==> config.mk <==
export PLATFORM = sky130hd
export DESIGN_NAME = raptor_ecc_codec
export DESIGN_NICKNAME = d
export VERILOG_FILES = /design/src/rtl/raptor_ecc_pkg.sv /design/src/rtl/raptor_ecc_syndrome.sv /design/src/rtl/raptor_ecc_codec.sv
export SDC_FILE = /design/constraint.sdc
export NUM_CORES = 1
export LEC_CHECK = 0
export CAP_MARGIN = 25
export CORE_MARGIN = 2
export CORE_UTILIZATION = 58
export CTS_CLUSTER_DIAMETER = 100
export DETAILED_ROUTE_END_ITERATION = 10
export GPL_TIMING_DRIVEN = 0
export PLACE_DENSITY = 0.95
export REMOVE_ABC_BUFFERS = 1
export SYNTH_ARGS = -nofsm -noshare
export SYNTH_HDL_FRONTEND = slang
export SYNTH_SLANG_ARGS = --single-unit
==> constraint.sdc <==
create_clock -name clk -period 6.9 [get_ports clk]
set_input_delay 1.38 -clock clk [delete_from_list [all_inputs] [get_ports clk]]
set_output_delay 1.38 -clock clk [all_outputs]
set_load 0.03 [all_outputs]
==> src/rtl/raptor_ecc_pkg.sv <==
// rtl/raptor_ecc_pkg.sv - shared types and constant helpers for the raptor SEC codec
package raptor_ecc_pkg;

  // Request opcode carried on op
  localparam logic OP_ENCODE = 1'b0;
  localparam logic OP_DECODE = 1'b1;

  typedef enum logic [1:0] {
    ST_IDLE,
    ST_SYND,
    ST_SCAN,
    ST_DONE
  } state_t;

  // H-matrix column of data bit j: the j-th integer >= 3 that is not a power of two.
  // Columns never exceed 255 for the supported data widths, which bounds the search.
  function automatic int col(input int j);
    int result;
    int k;
    result = 0;
    k = 0;
    for (int v = 3; v < 256; v++) begin
      if (result == 0 && (v & (v - 1)) != 0) begin
        if (k == j) result = v;
        k++;
      end
    end
    return result;
  endfunction

  // Width of an index into a codeword of cw bits
  function automatic int pos_w(input int cw);
    return (cw <= 1) ? 1 : $clog2(cw);
  endfunction

endpackage

==> src/rtl/raptor_ecc_syndrome.sv <==
// rtl/raptor_ecc_syndrome.sv - combinational parity generator shared by encode and syndrome paths
module raptor_ecc_syndrome
  import raptor_ecc_pkg::*;
#(
  parameter int DATA_WIDTH   = 8,
  parameter int PARITY_WIDTH = 4
) (
  input  logic [DATA_WIDTH-1:0]   data,
  output logic [PARITY_WIDTH-1:0] parity
);

  logic [PARITY_WIDTH-1:0] col_tab [DATA_WIDTH];

  for (genvar g = 0; g < DATA_WIDTH; g++) begin : g_col
    assign col_tab[g] = PARITY_WIDTH'(col(g));
  end

  // Parity is the XOR of the H columns of every set data bit
  always_comb begin
    parity = '0;
    for (int j = 0; j < DATA_WIDTH; j++) begin
      if (data[j]) parity = parity ^ col_tab[j];
    end
  end

endmodule

==> src/rtl/raptor_ecc_codec.sv <==
// rtl/raptor_ecc_codec.sv - valid/ready SEC encoder/decoder with scanned syndrome lookup
module raptor_ecc_codec
  import raptor_ecc_pkg::*;
#(
  parameter int DATA_WIDTH   = 8,
  parameter int PARITY_WIDTH = 4,
  parameter int SCAN_LANES   = 1,
  localparam int CW_WIDTH    = DATA_WIDTH + PARITY_WIDTH,
  localparam int POS_W       = pos_w(CW_WIDTH)
) (
  input  logic                    clk,
  input  logic                    rst_n,
  input  logic                    in_valid,
  output logic                    in_ready,
  input  logic                    op,
  input  logic [DATA_WIDTH-1:0]   data_in,
  input  logic [CW_WIDTH-1:0]     codeword_in,
  output logic                    out_valid,
  input  logic                    out_ready,
  output logic [CW_WIDTH-1:0]     codeword_out,
  output logic [DATA_WIDTH-1:0]   data_out,
  output logic                    error_detected,
  output logic                    error_corrected,
  output logic [POS_W-1:0]        error_pos,
  output logic [PARITY_WIDTH-1:0] syndrome_out
);

  state_t                  state;
  logic [CW_WIDTH-1:0]     cw_reg;
  logic [PARITY_WIDTH-1:0] syn_reg;
  logic [POS_W-1:0]        scan_j;

  logic [DATA_WIDTH-1:0]   gen_data;
  logic [PARITY_WIDTH-1:0] gen_parity;
  logic [PARITY_WIDTH-1:0] syn_now;
  logic [PARITY_WIDTH-1:0] col_tab [DATA_WIDTH];

  logic p2_hit;
  int   p2_idx;
  logic scan_hit;
  int   scan_idx;
  int   j_int;
  logic scan_last;

  for (genvar g = 0; g < DATA_WIDTH; g++) begin : g_col
    assign col_tab[g] = PARITY_WIDTH'(col(g));
  end

  // In IDLE the generator encodes the live payload; afterwards it re-derives parity of the captured word
  assign gen_data = (state == ST_IDLE) ? data_in : cw_reg[DATA_WIDTH-1:0];
  assign syn_now  = gen_parity ^ cw_reg[CW_WIDTH-1:DATA_WIDTH];
  assign j_int    = int'(scan_j);

  raptor_ecc_syndrome #(
    .DATA_WIDTH  (DATA_WIDTH),
    .PARITY_WIDTH(PARITY_WIDTH)
  ) u_syndrome (
    .data  (gen_data),
    .parity(gen_parity)
  );

  // A single-bit syndrome points straight at a parity bit
  always_comb begin
    p2_hit = 1'b0;
    p2_idx = 0;
    for (int i = 0; i < PARITY_WIDTH; i++) begin
      if (syn_now == (PARITY_WIDTH'(1) << i)) begin
        p2_hit = 1'b1;
        p2_idx = i;
      end
    end
  end

  // Compare this cycle's window of data columns; the lowest matching column wins
  always_comb begin
    scan_hit = 1'b0;
    scan_idx = 0;
    for (int c = DATA_WIDTH - 1; c >= 0; c--) begin
      if (c >= j_int && c < j_int + SCAN_LANES && col_tab[c] == syn_reg) begin
        scan_hit = 1'b1;
        scan_idx = c;
      end
    end
    scan_last = (j_int + SCAN_LANES >= DATA_WIDTH);
  end

  // Control FSM with registered handshake and result outputs
  always_ff @(posedge clk or negedge rst_n) begin
    if (!rst_n) begin
      state           <= ST_IDLE;
      cw_reg          <= '0;
      syn_reg         <= '0;
      scan_j          <= '0;
      in_ready        <= 1'b0;
      out_valid       <= 1'b0;
      codeword_out    <= '0;
      data_out        <= '0;
      error_detected  <= 1'b0;
      error_corrected <= 1'b0;
      error_pos       <= '0;
      syndrome_out    <= '0;
    end else begin
      case (state)
        ST_IDLE: begin
          in_ready <= 1'b1;
          if (in_valid && in_ready) begin
            in_ready <= 1'b0;
            if (op == OP_DECODE) begin
              cw_reg <= codeword_in;
              state  <= ST_SYND;
            end else begin
              codeword_out    <= {gen_parity, data_in};
              data_out        <= data_in;
              error_detected  <= 1'b0;
              error_corrected <= 1'b0;
              error_pos       <= '0;
              syndrome_out    <= '0;
              out_valid       <= 1'b1;
              state           <= ST_DONE;
            end
          end
        end
        ST_SYND: begin
          syn_reg         <= syn_now;
          syndrome_out    <= syn_now;
          error_detected  <= 1'b0;
          error_corrected <= 1'b0;
          error_pos       <= '0;
          if (syn_now == '0) begin
            codeword_out <= cw_reg;
            data_out     <= cw_reg[DATA_WIDTH-1:0];
            out_valid    <= 1'b1;
            state        <= ST_DONE;
          end else if (p2_hit) begin
            codeword_out    <= cw_reg ^ (CW_WIDTH'(1) << (DATA_WIDTH + p2_idx));
            data_out        <= cw_reg[DATA_WIDTH-1:0];
            error_corrected <= 1'b1;
            error_pos       <= POS_W'(DATA_WIDTH + p2_idx);
            out_valid       <= 1'b1;
            state           <= ST_DONE;
          end else begin
            scan_j <= '0;
            state  <= ST_SCAN;
          end
        end
        ST_SCAN: begin
          if (scan_hit) begin
            codeword_out    <= cw_reg ^ (CW_WIDTH'(1) << scan_idx);
            data_out        <= cw_reg[DATA_WIDTH-1:0] ^ (DATA_WIDTH'(1) << scan_idx);
            error_corrected <= 1'b1;
            error_pos       <= POS_W'(scan_idx);
            out_valid       <= 1'b1;
            state           <= ST_DONE;
          end else if (scan_last) begin
            codeword_out   <= cw_reg;
            data_out       <= cw_reg[DATA_WIDTH-1:0];
            error_detected <= 1'b1;
            out_valid      <= 1'b1;
            state          <= ST_DONE;
          end else begin
            scan_j <= scan_j + POS_W'(SCAN_LANES);
          end
        end
        ST_DONE: begin
          if (out_ready) begin
            out_valid <= 1'b0;
            in_ready  <= 1'b1;
            state     <= ST_IDLE;
          end
        end
        default: state <= ST_IDLE;
      endcase
    end
  end

endmodule
==> run summary <==
The flow ran to the end, and the final reports show no timing, DRC or antenna violations. The slew of the pin with the lowest slew margin is 1100 ps, and the sum of negative setup slack is 0 ps. The routed length on met2 is 4010 um. The worst hold path terminates at syndrome_out[1]$_DFFE_PN0P_. The tool flagged a number of max-cap violations equal to 0.

The share of the synthesized netlist area taken by xor and xnor gates came out at 11.9%. For this design, the sink count on the clock tree is 46. The tools report the placement-stage worst setup slack as 2180 ps. The detailed router used layers up to and including met4.

The number of fillers in the final layout came out at 390. The detailed-route wire length was 7810 um. The final count of hold timing violations came out at 0. The die is 78.5 um wide.

Summing the areas of all and, or, nand and nor instances in the mapped netlist gives 13.3% of the synthesized area. The run gives 167 as the violation count after the first detailed-route iteration. The floorplan has 27 rows. The total count of max-transition violations in the final report came out at 0. Counting I/O delays and the setup requirement, the final critical path takes 4330 ps.

The number of instances on the worst hold path came out at 2. Gates resized during post-CTS repair numbered 0. The startpoint identified for the worst hold timing path is syndrome_out[1]$_DFFE_PN0P_. The synthesized netlist devotes 17.0% of its cell area to compound gates. Setup violations remaining at the end of the flow were counted as 0. Compared with the post-synthesis result, the final layout area differs by 19.9%. Summed over all nets, wire length on met3 after detailed routing comes to 455 um. The clock-pin slew on the worst setup and hold paths was 90 ps. The number of synthesized register bits was 46. After clock tree synthesis, the setup repair step added 0 buffers. Of the available clock period, the critical path in the final layout requires 62.8%.

The count of flip-flops with a built-in enable after synthesis was 0. TritonCTS built the clock tree. Net count reported at finish: 400. The leading area contributor after synthesis is dfrtp_1.

The clock latency on the worst-skew pair is 320 ps. The run gives 2702 as the overall via count from detail_route. Core area: 5440 um2. At the worst endpoint, the arrival time is 4540 ps. After synthesis, the largest family of logic cells by area is compound AO/OA/AOI/OAI gates. The floorplan step defined a die boundary enclosing 6160 um2. The clock passes through at most 2 buffers.

Reg-to-reg endpoint: codeword_out[6]$_DFFE_PN0P_. The number of buffers inserted for hold repair after clock tree synthesis was 0; the netlist area before placement was 3220 um2. The vertical extent of the die was 78.5 um; the area of the multi-input gates was 1850 um2. Setup repair after global routing left no endpoint under its margin.

The total overflow left after global routing is 0. The remaining max-slew budget at the tightest pin came out at 24.6%. The worst hold path belongs to the class register to register. Routed via count divided by cell count: 6.14. The number of antenna violations at the first check in global routing came out at 0. For the residual DRC count, the log shows 0. For the sequential-to-total area share from yosys stat, the log shows 35.8%. Of the total synthesized cell area, the portion taken by full adders, half adders and majority gates is 3.42%.

For the worst flop-to-flop path, the logic depth is 10. In the synthesized netlist, mux cells make up 11.9% of the area. The number of standard cells after synthesis is 327.

Most repeated cell in the gate-level netlist after synthesis: dfrtp_1. For the half-perimeter wire length after placement, the log shows 5690 um. In this run the clock root is driven by a clkbuf_8.

The synthesized design devotes to its leading area cell type 35.8% of total area. For this run, the leading register cell type out of synthesis is dfrtp_1. The run gives 12400 um as the first-pass GRT wire length. The type of element launching the critical path was a primary input. Once routing completed, OpenROAD measured the worst setup slack at 2570 ps. The count of antenna-violating nets left after detailed routing was 0. The worst setup path is of the primary input to register kind. The logs give 3110 um for the detailed-route wire length on metal 1 and 0 for the diode insertion count for antenna repair. Counting the buffers created by CTS gives 5. The commonest cells after synthesis are dfrtp_1, nor2_1, nand2_1, inv_1, o21ai_0. The beginning of the worst register-to-register path is state[1]$_DFFE_PN0P_. The via count of the first global-routing pass is 2611. The port buffer count is 56. In the synthesized netlist the async set-or-reset flop fraction comes to 100%.

Between clock sinks in the finished design, the worst skew comes to 6.07 ps. Along the worst path, the maximum fanout reaches 12. In this run, distinct cell masters in the synthesized netlist total 63. Measured on the finished design, the core utilization comes to 71.0%. Across the whole layout, storage elements account for 1150 um2. Sorting the synthesized cells by area gives the leading types as dfrtp_1, mux2_2, xnor2_1.

Maximum operating frequency: 231 MHz. Global routing consumed, over all layers together, 26.0% of the routing resources. Entering global routing, the biggest net connects 30 pins. The endpoint class of the critical path is a register. At the end of routability-driven placement, the weighted congestion stood at 0.930. Data on the critical path is required at its endpoint by 7110 ps. Dividing the detail-routed wire length by the instance count gives 17.8 um.

After synthesis, the mean cell area works out to 9.84 um2. The share of cells above drive strength 1 was 13.3%. Count of TritonRoute iterations in the first routing pass: 7. 57 I/O pins were placed.

During synthesis, Yosys emitted a total of 0 warnings. Once the floorplan was initialized, standard cells occupied 59.2% of the core. Setup slack on the worst reg-to-reg path comes out at 3320 ps. The H-tree level count is 2.
-- logic make-up (layout without fill, tap and decap cells) --
family	Yosys count	count (layout)
fa+ha+maj	9	9
flops	46	46
mux	33	33
buf+inv	44	85
xor+xnor	35	35
simple gates	86	86
compound gates	74	74
-- stage by stage --
stage / instances / area, um2 / hold slack (ps)
CTS: 439 / 3850 / 492
floorplan: 302 / 3070 / 493
detailed placement: 431 / 3740 / 472
global route: 440 / 3860 / 516
finish: 440 / 3860 / 483
global placement: 430 / 3720 / 464
-- worst max path at each step --
stage / slack [ps] / endpoint / from
floorplan: 3240 / codeword_out[6]$_DFFE_PN0P_ / data_in[2]
global placement: 2310 / codeword_out[7]$_DFFE_PN0P_ / data_in[2]
detailed placement: 2180 / codeword_out[6]$_DFFE_PN0P_ / data_in[2]
CTS: 2470 / scan_j[1]$_DFFE_PN0P_ / data_in[2]
global route: 2300 / scan_j[1]$_DFFE_PN0P_ / data_in[6]
finish: 2570 / scan_j[1]$_DFFE_PN0P_ / data_in[6]
-- layer usage --
| metal | vias up | global-route usage, % |
|---|---|---|
| li1 | 1237 | - |
| met1 | 1313 | 32.1 |
| met2 | 125 | 45.3 |
| met3 | 27 | 4.37 |
| met4 | 0 | 10.7 |
| met5 | - | 0 |
-- worst max-delay path, stage by stage --
cell and delay (ps):
clkdlybuf4s50_1 470, xnor2_1 300, xnor2_1 180, mux2i_1 180
xnor2_1 880, o211ai_1 310, a31oi_1 540, o21ai_0 200
o41ai_1 100
-- cells in the final DEF, fill, tap and decap left out, types with 4 or more instances in the layout --
cell type        count
clkbuf_8             5
mux2_2              18
mux2_4               6
xor2_1              12
inv_1               19
nand3_1             10
mux2i_1              9
o211ai_1             6
a221oi_1             9
nand2_1             23
xnor2_1             18
a21oi_1             13
nor2_1              26
ha_1                 8
o21ai_0             19
clkdlybuf4s50_1     55
dfrtp_1             46
nor3_1               4
-- area by class of cell --
cell class              count  share of cell area (%)
well taps                  72                    2.33
clock inverters             3                    1.13
clock buffers               5                    1.78
inverters                  19                    1.85
flip-flops and latches     46                    29.8
multi-input cells         237                    48.0
repair buffers             58                    15.1
Power is left out: the tool's default activity adds up to more than one toggle a clock period on the data nets, which glitch-free logic cannot reach.
==> RTL change 1 (same flow settings) <==
The 4 states of `state_t` get a Gray code encoding in 2 bits.
--- a/src/rtl/raptor_ecc_pkg.sv
+++ b/src/rtl/raptor_ecc_pkg.sv
@@ -7,8 +7,8 @@
 
   typedef enum logic [1:0] {
-    ST_IDLE,
-    ST_SYND,
-    ST_SCAN,
-    ST_DONE
+    ST_IDLE = 2'b00,
+    ST_SYND = 2'b01,
+    ST_SCAN = 2'b11,
+    ST_DONE = 2'b10
   } state_t;
 
Check against the original RTL: no difference found for any inputs over 4 cycles, from zero or initial values and one cycle with rst_n low; so few cycles prove little.
==> RTL change 1 against the unedited design <==
Sequential cell count is the same; critical path depth is the same; routed wire length grew 9.6%; cell count shrank 3.9%; area after synthesis shrank 5.1%; final area shrank 4.3%; synthesized cell count shrank 5.8%; worst setup slack gained 39 ps; critical endpoint is now codeword_out[11]$_DFFE_PN0P_; largest cell class unchanged.
Power is not shown: default switching activity piles up to over one toggle a cycle in this logic, so the estimate is an artifact.
==> RTL change 1: results <==
clock_network:
  path_clk_slew_ps: 90
  cts.path.max_buffers: 2
  cts-root-buf: "clkbuf_8"
  cts_made_buffers: 5
  post_cts_resized: 0
  htreeDepth: 2
  postCtsSetupRepairBufs: 0
  clkLatencyLatePin_ps: 300
global_routing:
  grt_max_degree: 32
  grt_pass1_vias: 2755
  track_usage: 0.298
  grt_pass1_wl_um: 13800
  antenna_found_initial: 0
route:
  first_pass_iters: 4
  viasPerCell: 6.48
  routedWlPerCell_um: 20.2
  drtIter0Drc: 258
  drcViolationCount: 0
  antenna_left: 0
placed_design:
  port_buffers: 56
  place.gp.congestion: 0.960
  dpl.hpwl_um: 5850
yosys:
  synth_seq_area_share: 0.377
  synth_compound_area_frac: 0.169
  synth_common_cells: "dfrtp_1 (46), mux2_2 (24), nand2_1 (24)"
  synth_ff_type: "dfrtp_1"
  ys_top_cells_by_area: "dfrtp_1 (38%), mux2_2 (8.8%), xnor2_1 (6.0%)"
  yosys.cell_types.count: 59
  yosys_warnings: 0
  synthArstFlopShare: 1.00
  synth-adder-area-share: 0.0229
  yosys.area_share.xor_xnor: 0.117
  synthMuxAreaShare: 0.115
setup_path:
  worst-path-max-fanout: 11
final_layout:
  num-fill-cells: 345
  n_antenna_cell: 0
  nets: 381
  layout-drive-gt1-share: 0.144
hold_path:
  hold_path_class: "flop to flop"
outcome:
  status: "completed"
sta:
  skew_ps: 7.21
  tightest_slew_ps: 1070
RTL change 1: cell types whose count changed in the layout (fill, tap and decap cells not counted), moves of 5 or more:
| cell | before | now |
|---|---|---|
| mux2_2 | 18 | 24 |
| a221oi_1 | 9 | 1 |
| o21ai_0 | 19 | 12 |
| inv_1 | 19 | 10 |
| nand3_1 | 10 | 5 |
| mux2_4 | 6 | 0 |
| nor4_1 | 0 | 5 |
RTL change 1: critical path: stages:
cell,delay [ps]
clkdlybuf4s50_1,550
xnor3_1,510
mux2i_4,260
xnor2_2,230
xnor2_2,200
maj3_1,380
a22oi_2,470
nor2_4,180
mux2_2,330
RTL change 1: metal layers:
layer / routed length [µm] / GRT usage / vias up
met5: 0 / 0 / -
met4: 449 / 0.171 / 0
met3: 571 / 0.0640 / 46
met2: 4340 / 0.497 / 177
met1: 3200 / 0.356 / 1337
li1: - / - / 1183
RTL change 1: path summary, 6_finish.rpt:
check / endpoint / cells past startpoint / startpoint / slack (ps)
max reg2reg: codeword_out[11]$_DFFE_PN0P_ / 8 / state[0]$_DFFE_PN0P_ / 3090
min reg2reg: syndrome_out[3]$_DFFE_PN0P_ / 2 / syndrome_out[3]$_DFFE_PN0P_ / 480
min in group asynchronous: cw_reg[3]$_DFFE_PN0P_ / 1 / rst_n / 1000
min: syndrome_out[3]$_DFFE_PN0P_ / 2 / syndrome_out[3]$_DFFE_PN0P_ / 480
max in group asynchronous: syn_reg[3]$_DFFE_PN0P_ / 2 / rst_n / 5390
max: codeword_out[11]$_DFFE_PN0P_ / 9 / data_in[6] / 2600
RTL change 1: cells by family after synthesis:
family,after synthesis
DFF,46
adders and majority gates,6
xor gates and xnor gates,35
AOI/OAI and AO/OA,71
muxes,31
buffers and inverters,30
and+or+nand+nor,89
RTL change 1: final cells by class:
cell class | instances | area share
Multi-Input combinational cell | 232 | 0.474
Timing Repair Buffer | 57 | 0.156
Clock buffer | 7 | 0.0234
Tap cell | 70 | 0.0237
Sequential cell | 46 | 0.312
Clock inverter | 1 | 0.00135
Inverter | 10 | 0.0102
RTL change 1: stage by stage:
stage | hold WS (ps) | setup slack (ps) | utilization | instances | instance area, µm²
finish | 485 | 2600 | 0.723 | 423 | 3690
global route | 518 | 2510 | 0.723 | 423 | 3690
CTS | 482 | 2690 | 0.723 | 423 | 3690
detailed placement | 464 | 2470 | 0.706 | 415 | 3600
global placement | 458 | 2560 | 0.703 | 414 | 3590
floorplan | 498 | 3390 | - | 288 | 2940
==> RTL change 2 (config.mk and constraints unchanged) <==
Made on the original files. `PARITY_WIDTH` is set to 4 in 2 places; all go to 5.
--- a/src/rtl/raptor_ecc_syndrome.sv
+++ b/src/rtl/raptor_ecc_syndrome.sv
@@ -4,5 +4,5 @@
 #(
   parameter int DATA_WIDTH   = 8,
-  parameter int PARITY_WIDTH = 4
+  parameter int PARITY_WIDTH = 5
 ) (
   input  logic [DATA_WIDTH-1:0]   data,
--- a/src/rtl/raptor_ecc_codec.sv
+++ b/src/rtl/raptor_ecc_codec.sv
@@ -4,5 +4,5 @@
 #(
   parameter int DATA_WIDTH   = 8,
-  parameter int PARITY_WIDTH = 4,
+  parameter int PARITY_WIDTH = 5,
   parameter int SCAN_LANES   = 1,
   localparam int CW_WIDTH    = DATA_WIDTH + PARITY_WIDTH,
Interface: changed (resized codeword_in, codeword_out and syndrome_out); port bits go from 57 to 60. No check against the original RTL was run, so the function may have changed too.
==> RTL change 2 against the unedited design <==
Final area increased by 10%; worst hold slack improved by 5.7 ps; area after synthesis increased by 12%; fmax decreased by 13%; synthesized cell count increased by 16%; core utilization increased by 0.44 points; critical path depth unchanged; worst setup slack got worse by 640 ps; sequential cell count increased by 4; routed wire length increased by 15%.
Power is not shown: default switching activity piles up to over one toggle a cycle in this logic, so the estimate is an artifact.
==> RTL change 2: results <==
clock_network:
  cts.path.max_buffers: 2
  cts-root-buf: "clkbuf_8"
  clkLatencyLatePin_ps: 310
  postCtsSetupRepairBufs: 0
  path_clk_slew_ps: 100
  htreeDepth: 2
  cts_made_buffers: 5
  post_cts_resized: 0
global_routing:
  antenna_found_initial: 0
  grt_pass1_wl_um: 14400
  track_usage: 0.278
  grt_max_degree: 30
setup_path:
  worst-path-max-fanout: 14
  cpMaxStageDelayCell: "a211oi_4"
  reg2reg_from: "state[0]$_DFFE_PN0P_"
  rrSetupSlack_ps: 2410
  cp-startpoint: "data_in[5]"
  crit_path_max_incr_delay_ps: 890
  crit_arrival_ps: 5170
  r2r_cells: 8
  rr_endpoint: "codeword_out[6]$_DFFE_PN0P_"
  crit_type: "primary input to flop"
yosys:
  synthArstFlopShare: 1.00
  yosys.cell_types.count: 63
  synth_seq_area_share: 0.349
  synth_common_cells: "dfrtp_1 (50), nor2_1 (33), nand2_1 (23)"
  yosys_warnings: 0
  ys_top_cells_by_area: "dfrtp_1 (35%), xnor2_1 (5.4%), mux2_2 (4.7%)"
outcome:
  status: "completed"
route:
  drtIter0Drc: 238
  first_pass_iters: 5
  vias: 3039
  wl_met1_um: 3780
  route.met2.wl_um: 4560
  wl_um: 9010
  route.met3.wl_um: 494
  routed.top_layer: "met4"
sta:
  tightest_slew_ps: 1030
  skew_ps: 11.7
final_layout:
  layout-drive-gt1-share: 0.112
  nets: 452
  n_antenna_cell: 0
placed_design:
  dpl.hpwl_um: 6680
  place.gp.congestion: 0.914
  port_buffers: 59
hold_path:
  hold_path_class: "flop to flop"
-- RTL change 2: per-layer routing --
layer | up-vias | GRT usage
met3 | 17 | 0.0467
li1 | 1426 | -
met4 | 0 | 0.0902
met5 | - | 0
met2 | 122 | 0.481
met1 | 1474 | 0.353
-- RTL change 2: worst min-delay path by stage --
stage,end,slack [ps],cells past startpoint,start
6_report,syndrome_out[1]$_DFFE_PN0P_,490,2,syndrome_out[1]$_DFFE_PN0P_
5_1_grt,out_valid$_DFFE_PN0P_,530,1,out_valid$_DFFE_PN0P_
4_1_cts,syndrome_out[2]$_DFFE_PN0P_,500,2,syndrome_out[2]$_DFFE_PN0P_
3_5_place_dp,syndrome_out[2]$_DFFE_PN0P_,470,2,syndrome_out[2]$_DFFE_PN0P_
3_3_place_gp,syndrome_out[4]$_DFFE_PN0P_,460,2,syndrome_out[4]$_DFFE_PN0P_
2_1_floorplan,syn_reg[3]$_DFFE_PN0P_,530,2,syn_reg[3]$_DFFE_PN0P_
-- RTL change 2: stage by stage --
step / utilization / hold slack, ps / std cells / cell area [µm²] / setup WS [ps]
floorplan: - / 528 / 349 / 3430 / 2700
global placement: 0.691 / 464 / 483 / 4120 / 1800
detailed placement: 0.693 / 473 / 484 / 4130 / 1730
CTS: 0.709 / 496 / 492 / 4220 / 2010
global route: 0.714 / 528 / 494 / 4250 / 1810
finish: 0.714 / 489 / 494 / 4250 / 1930
-- RTL change 2: cell type report --
cell class	instances	area [µm²]
timing repair buffer	62	638
inverter	16	60.1
fill	457	1700
multi-input combinational	283	2120
sequential	50	1250
tap	75	93.8
clock inverter	2	17.5
clock buffer	6	72.6
-- RTL change 2: cell families after synthesis --
| group | after synthesis | share of synthesized area |
|---|---|---|
| fa+ha+maj | 8 | 0.0279 |
| buf+inv | 46 | 0.0607 |
| xor+xnor | 41 | 0.116 |
| compound gates | 85 | 0.166 |
| simple gates | 114 | 0.161 |
| mux | 35 | 0.119 |
| flops | 50 | 0.349 |
-- RTL change 2: critical path, delay by kind of cell --
| kind | cells | cell delay, ps |
|---|---|---|
| XOR/XNOR | 3 | 890 |
| multiplexers | 2 | 790 |
| buffers and inverters | 1 | 590 |
| AO/OA/AOI/OAI | 3 | 1490 |
